===== src/rtl/mux_rr_arbiter_pkg.sv =====
// Shared constants for the round-robin word multiplexer: FSM encodings and default geometry.
package mux_rr_arbiter_pkg;

    localparam int DEF_WORD_LEN   = 8;
    localparam int DEF_INPUT_SIZE = 4;
    localparam int DEF_SEL_LEN    = 2;

    localparam logic [0:0] ST_IDLE = 1'b0;
    localparam logic [0:0] ST_BUSY = 1'b1;

    // Index of the requester that follows idx in a ring of size n.
    function automatic int ring_next(input int idx, input int n);
        return (idx + 1 >= n) ? 0 : idx + 1;
    endfunction

endpackage


===== src/rtl/mux_rr_arbiter_rr_pick.sv =====
// Combinational round-robin priority search: first eligible request above last_grant, with wrap.
module rr_pick
    import mux_rr_arbiter_pkg::*;
#(
    parameter int INPUT_SIZE = DEF_INPUT_SIZE,
    parameter int SEL_LEN    = DEF_SEL_LEN
) (
    input  logic [INPUT_SIZE-1:0] req,
    input  logic [SEL_LEN-1:0]    last_grant,
    input  logic [INPUT_SIZE-1:0] eligible,
    output logic [SEL_LEN-1:0]    grant_idx,
    output logic                  grant_any
);

    logic [INPUT_SIZE-1:0] masked;
    int                    idx;

    assign masked = req & eligible;

    always_comb begin
        grant_any = 1'b0;
        grant_idx = '0;
        idx       = int'(last_grant);
        for (int k = 0; k < INPUT_SIZE; k++) begin
            idx = ring_next(idx, INPUT_SIZE);
            if (!grant_any && masked[idx]) begin
                grant_any = 1'b1;
                grant_idx = SEL_LEN'(idx);
            end
        end
    end

endmodule


===== src/rtl/mux_rr_arbiter.sv =====
// Round-robin N:1 word multiplexer with a registered output slot and ready/ack handshake.
// Optional grant lock (sticky re-grant of the last winner) enabled by defining MUX_ARB_LOCK_EN.
//
// state | meaning
// IDLE  | no word held; arbitrate over req each cycle
// BUSY  | granted word held in out_data until out_ready
module mux_rr_arbiter
    import mux_rr_arbiter_pkg::*;
#(
    parameter int WORD_LEN   = DEF_WORD_LEN,
    parameter int INPUT_SIZE = DEF_INPUT_SIZE,
    parameter int SEL_LEN    = DEF_SEL_LEN
) (
    input  logic                           clk,
    input  logic                           rst_n,
    input  logic [INPUT_SIZE-1:0]          req,
    input  logic [WORD_LEN*INPUT_SIZE-1:0] in_data,
`ifdef MUX_ARB_LOCK_EN
    input  logic [INPUT_SIZE-1:0]          lock,
`endif
    output logic [INPUT_SIZE-1:0]          ack,
    output logic                           out_valid,
    input  logic                           out_ready,
    output logic [WORD_LEN-1:0]            out_data,
    output logic [SEL_LEN-1:0]             out_sel
);

    logic [0:0]            state;
    logic [SEL_LEN-1:0]    last_grant;
    logic [SEL_LEN-1:0]    grant_idx;
    logic                  grant_any;
    logic                  locked;
    logic                  handshake;
    logic [INPUT_SIZE-1:0] eligible;
    logic [WORD_LEN-1:0]   words [INPUT_SIZE];

    // Requester 0 occupies the most significant word of in_data.
    for (genvar i = 0; i < INPUT_SIZE; i++) begin : g_unpack
        assign words[i] = in_data[WORD_LEN*(INPUT_SIZE-1-i) +: WORD_LEN];
    end

    assign handshake = (state == ST_BUSY) && out_valid && out_ready;
    assign ack       = handshake ? (INPUT_SIZE'(1) << out_sel) : '0;
    assign eligible  = locked ? (INPUT_SIZE'(1) << last_grant) : '1;

    rr_pick #(
        .INPUT_SIZE (INPUT_SIZE),
        .SEL_LEN    (SEL_LEN)
    ) u_pick (
        .req        (req),
        .last_grant (last_grant),
        .eligible   (eligible),
        .grant_idx  (grant_idx),
        .grant_any  (grant_any)
    );

    always_ff @(posedge clk or negedge rst_n) begin
        if (!rst_n) begin
            state      <= ST_IDLE;
            out_valid  <= 1'b0;
            out_data   <= '0;
            out_sel    <= '0;
            last_grant <= SEL_LEN'(INPUT_SIZE - 1);
        end else begin
            case (state)
                ST_IDLE: begin
                    if (grant_any) begin
                        out_data  <= words[grant_idx];
                        out_sel   <= grant_idx;
                        out_valid <= 1'b1;
                        state     <= ST_BUSY;
                    end
                end
                ST_BUSY: begin
                    if (handshake) begin
                        last_grant <= out_sel;
                        out_valid  <= 1'b0;
                        state      <= ST_IDLE;
                    end
                end
                default: begin
                    out_valid <= 1'b0;
                    state     <= ST_IDLE;
                end
            endcase
        end
    end

`ifdef MUX_ARB_LOCK_EN
    // A lock that the holder has stopped requesting is released so the ring can move on.
    always_ff @(posedge clk or negedge rst_n) begin
        if (!rst_n) begin
            locked <= 1'b0;
        end else if (handshake) begin
            locked <= lock[out_sel];
        end else if (state == ST_IDLE && !req[last_grant]) begin
            locked <= 1'b0;
        end
    end
`else
    assign locked = 1'b0;
`endif

endmodule


===== config.mk =====
export PLATFORM = sky130hd
export DESIGN_NAME = mux_rr_arbiter
export DESIGN_NICKNAME = d
export VERILOG_FILES = /design/src/rtl/mux_rr_arbiter_pkg.sv /design/src/rtl/mux_rr_arbiter_rr_pick.sv /design/src/rtl/mux_rr_arbiter.sv
export SDC_FILE = /design/constraint.sdc
export NUM_CORES = 1
export LEC_CHECK = 0
export ABC_AREA = 1
export CAP_MARGIN = 5
export CELL_PAD_IN_SITES_DETAIL_PLACEMENT = 0
export CELL_PAD_IN_SITES_GLOBAL_PLACEMENT = 1
export CORE_MARGIN = 1.5
export CORE_UTILIZATION = 28
export DETAILED_ROUTE_END_ITERATION = 8
export PLACE_DENSITY = 0.79
export SLEW_MARGIN = 10
export SYNTH_ARGS = -nofsm -noshare
export SYNTH_HDL_FRONTEND = slang
export SYNTH_HIERARCHICAL = 1
export SYNTH_SLANG_ARGS = --single-unit
export TNS_END_PERCENT = 5

===== constraint.sdc =====
create_clock -name clk -period 2.7 [get_ports clk]
set_input_delay 0.27 -clock clk [delete_from_list [all_inputs] [get_ports clk]]
set_output_delay 0.27 -clock clk [all_outputs]
set_load 0.03 [all_outputs]

==> reports/summary.txt <==
ROUTE
-----------------------------------------------------------------------------------------------
Total routed wirelength ..........................................................      3274 µm
Routed length per instance .......................................................     10.26 µm
DRC marker count from the first detailed-route iteration .........................           41
Number of detailed-route iterations in the first pass ............................            4
# DRC ............................................................................            0
Vias .............................................................................         1377
Post-DR vias/cell ................................................................        4.317
Detail Route Antenna Nets ........................................................            0

CLOCKING
-----------------------------------------------------------------------------------------------
Clock sink count .................................................................           14
Hold-fix buffer count after cts ..................................................            0
Buffers inserted during post-CTS setup optimization ..............................            0
Clock input transition at the sequential cells of the worst setup and hold paths .        60 ps
Number of CTS-inserted buffers ...................................................            3
Root Buffer Master ...............................................................     clkbuf_8
Number of resized instances in the post-cts repair step ..........................            0
Clock latency at the later pin of the worst-skew pair ............................       240 ps
CTS tree .........................................................................          yes
Number of buffers on the longest clock path ......................................            2
H-tree levels ....................................................................            1

SYNTH
-----------------------------------------------------------------------------------------------
Largest area contributor in the synthesized netlist ..............................      nand2_1
Sequential-to-total area share from yosys stat ...................................       27.41%
Count of distinct cell types in the synthesized netlist ..........................           25
Total standard cell area after synthesis ......................................... 0.001287 mm²
Number of synthesis warnings .....................................................            6
Share of the synthesized area in the top cell type ...............................       29.74%
Count of mapped cells out of synthesis ...........................................          210
Top area cells in the synthesized netlist ........................................ nand2_1 30%, dfrtp_1 23%, nand3_1 7.4%, inv_1 7.3%, ha_1 4.9%
Average cell area after synthesis ................................................    6.131 µm²
Total of flip-flops plus latches after synthesis .................................           14

TIMING
-----------------------------------------------------------------------------------------------
Fin Clk Skew .....................................................................     1.409 ps
Final setup TNS ..................................................................         0 ps
Max transition margin ............................................................       59.40%
Worst setup slack after layout ...................................................     250.3 ps
Final period utilization .........................................................       90.73%
Min cycle time layout ............................................................      2450 ps
Final setup viols ................................................................            0
Least-Margin Pin Slew ............................................................     607.1 ps
Hold violation count in the final report .........................................            0
Worst Hold Margin ................................................................     414.2 ps
Setup repair after global routing missed its margin ..............................           no
Fmax .............................................................................    408.2 MHz
Final slew viol count ............................................................            0

HOLD PATH
-----------------------------------------------------------------------------------------------
Path type of the worst min-delay path ............................................ input port to async pin

GLOBAL ROUTE
-----------------------------------------------------------------------------------------------
Initial antenna violation count ..................................................            0
Final global-route overflow total ................................................            0
Largest net degree at the start of global routing ................................           18
Total routing resource utilization after global routing ..........................       14.03%
First-pass GRT wire length .......................................................      5789 µm
Vias in the first global route ...................................................         1287

FINISH
-----------------------------------------------------------------------------------------------
Commonest non-fill, non-tap cell in the layout ...................................      nand2_1
Ratio of cells with drive above 1 in the final layout ............................       10.11%
Antenna fix cells ................................................................            0
Area growth from synthesis to layout .............................................       48.69%
Finished Layout Cells ............................................................          319
Most frequent cells in the layout ................................................ 102 x nand2_1, 53 x clkdlybuf4s50_1, 25 x inv_1
Utilization of the core after routing ............................................       43.66%
Final nets .......................................................................          312

CRITICAL PATH
-----------------------------------------------------------------------------------------------
Critical Path Fanout Max .........................................................           16
Critical path class .............................................................. flop to flop
Critical path's most frequent cell ...............................................      nand2_1
Ordered list of cells on the worst path .......................................... inv_2 -> ha_1 -> inv_2 -> o21ai_0 -> nand2_1 -> nand3_1 -> nand2_1 -> nand4_1 -> nand3_1 -> buf_6 -> nand2_1 -> nand3_1 -> nand2_1 -> nand2_1 -> nand2_1
Endpoint required time on the critical path ......................................      2830 ps
Worst reg-to-reg path cell count .................................................           15
R2R Path Start ................................................................... last_grant[0]
Worst Path Arrival ...............................................................      2580 ps
Critical Path Max Stage Delay ....................................................       600 ps
R2r setup slk ....................................................................       250 ps
Worst reg2reg path endpoint ......................................................  out_data[3]
Crit path max-delay cell type ....................................................      dfstp_2
Critical path endpoint category ..................................................         flop
Launching element type of the critical path ......................................         flop

FLOORPLANNING
-----------------------------------------------------------------------------------------------
Area inside the core boundary .................................................... 0.004384 mm²
Overall die height ...............................................................     70.81 µm
Initial standard-cell utilization of the core ....................................       29.37%
Full die area .................................................................... 0.005014 mm²
Die boundary width ...............................................................     70.81 µm
Ports ............................................................................           54
Std cell rows ....................................................................           24

PLACE
-----------------------------------------------------------------------------------------------
Buffers added on ports ...........................................................           53
Placer Congestion ................................................................       0.8293
Estimated wirelength of the detail-placed design .................................      2613 µm
Setup Slack @ Placement ..........................................................     230.7 ps
# placed instances ...............................................................          315

STATUS
-----------------------------------------------------------------------------------------------
Result of the run ................................................................    completed

POWER AND IR DROP
-----------------------------------------------------------------------------------------------
Worst IR drop on VDD .............................................................    0.2072 mV
Power density normalized to cell area ............................................ 282.8 mW/mm²
Leakage power figure .............................................................     1.033 nW

RUN
-----------------------------------------------------------------------------------------------
Maximum Capacitance Violations ...................................................            0

[state kept, by name, indices dropped and copies added (netlist names)]
register and cells:
out_data 8, last_grant 2, state 1, out_valid 1, out_sel 2
[metal layers]
layer,track usage [%],up-vias,share of wire (%)
li1,-,750,-
met1,19.51,578,49
met2,21.91,47,41
met3,4.558,2,9.3
met4,1.887,0,0.52
met5,0,-,0
[cell type report]
type	instances	area [µm²]
inverters	29	113.9
flip-flops and latches	14	352.8
fillers	477	2470
multi-input cells	165	778.2
well taps	52	65.06
repair buffers	55	549.3
clock buffers	4	55.05
[worst max path at each step]
stage	cells after the start	startpoint	end
2_1_floorplan	16	last_grant[0]	out_data[1]
3_3_place_gp	15	last_grant[0]	out_data[3]
3_5_place_dp	15	last_grant[0]	out_data[3]
4_1_cts	15	last_grant[0]	out_data[3]
5_1_grt	15	last_grant[0]	out_data[0]
6_report	15	last_grant[0]	out_data[3]
[critical path: cells and delay by family, from the launching register on]
kind	cells	cell delay, ps
AO/OA/AOI/OAI	1	90
flip-flops	1	600
adder cells (fa/ha/maj)	1	390
buffers and inverters	3	410
AND/OR/NAND/NOR	10	860
[stage by stage]
stage                     total power [W]  area, µm²
final                           0.0005413       1914
after global routing            0.0005754       1914
after CTS                       0.0005454       1911
after detailed placement        0.0003480       1856
after global placement          0.0003500       1856
after floorplan                 0.0002849       1299
[cell usage after synthesis (all sizes together)]
cell type / instances
dfrtp: 12
o21bai: 1
a21oi: 1
nand2: 111
conb: 1
inv: 29
nand3b: 2
nor2: 9
o21ai: 6
nor3: 1
a31oi: 1
dfstp: 2
nand4: 3
buf: 5
nand3: 21
ha: 5
[where the power goes]
part	total (W)	switching, W	internal (W)
Sequential	0.000210	0	0.000210
Clock	0.000198	0.0000691	0.000129
Combinational	0.000133	0.0000594	0.0000739
Total	0.000541	0.000128	0.000413
[kinds of logic after synthesis]
logic type / count (synthesis) / synth area share (%)
and+or+nand+nor: 147 / 50.63
buffers and inverters: 34 / 13.02
DFF: 14 / 27.41
AOI/OAI and AO/OA: 9 / 3.790
adders and majority gates: 5 / 4.859
other: 1 / 0.2913
(Power assumes the default switching activity.)
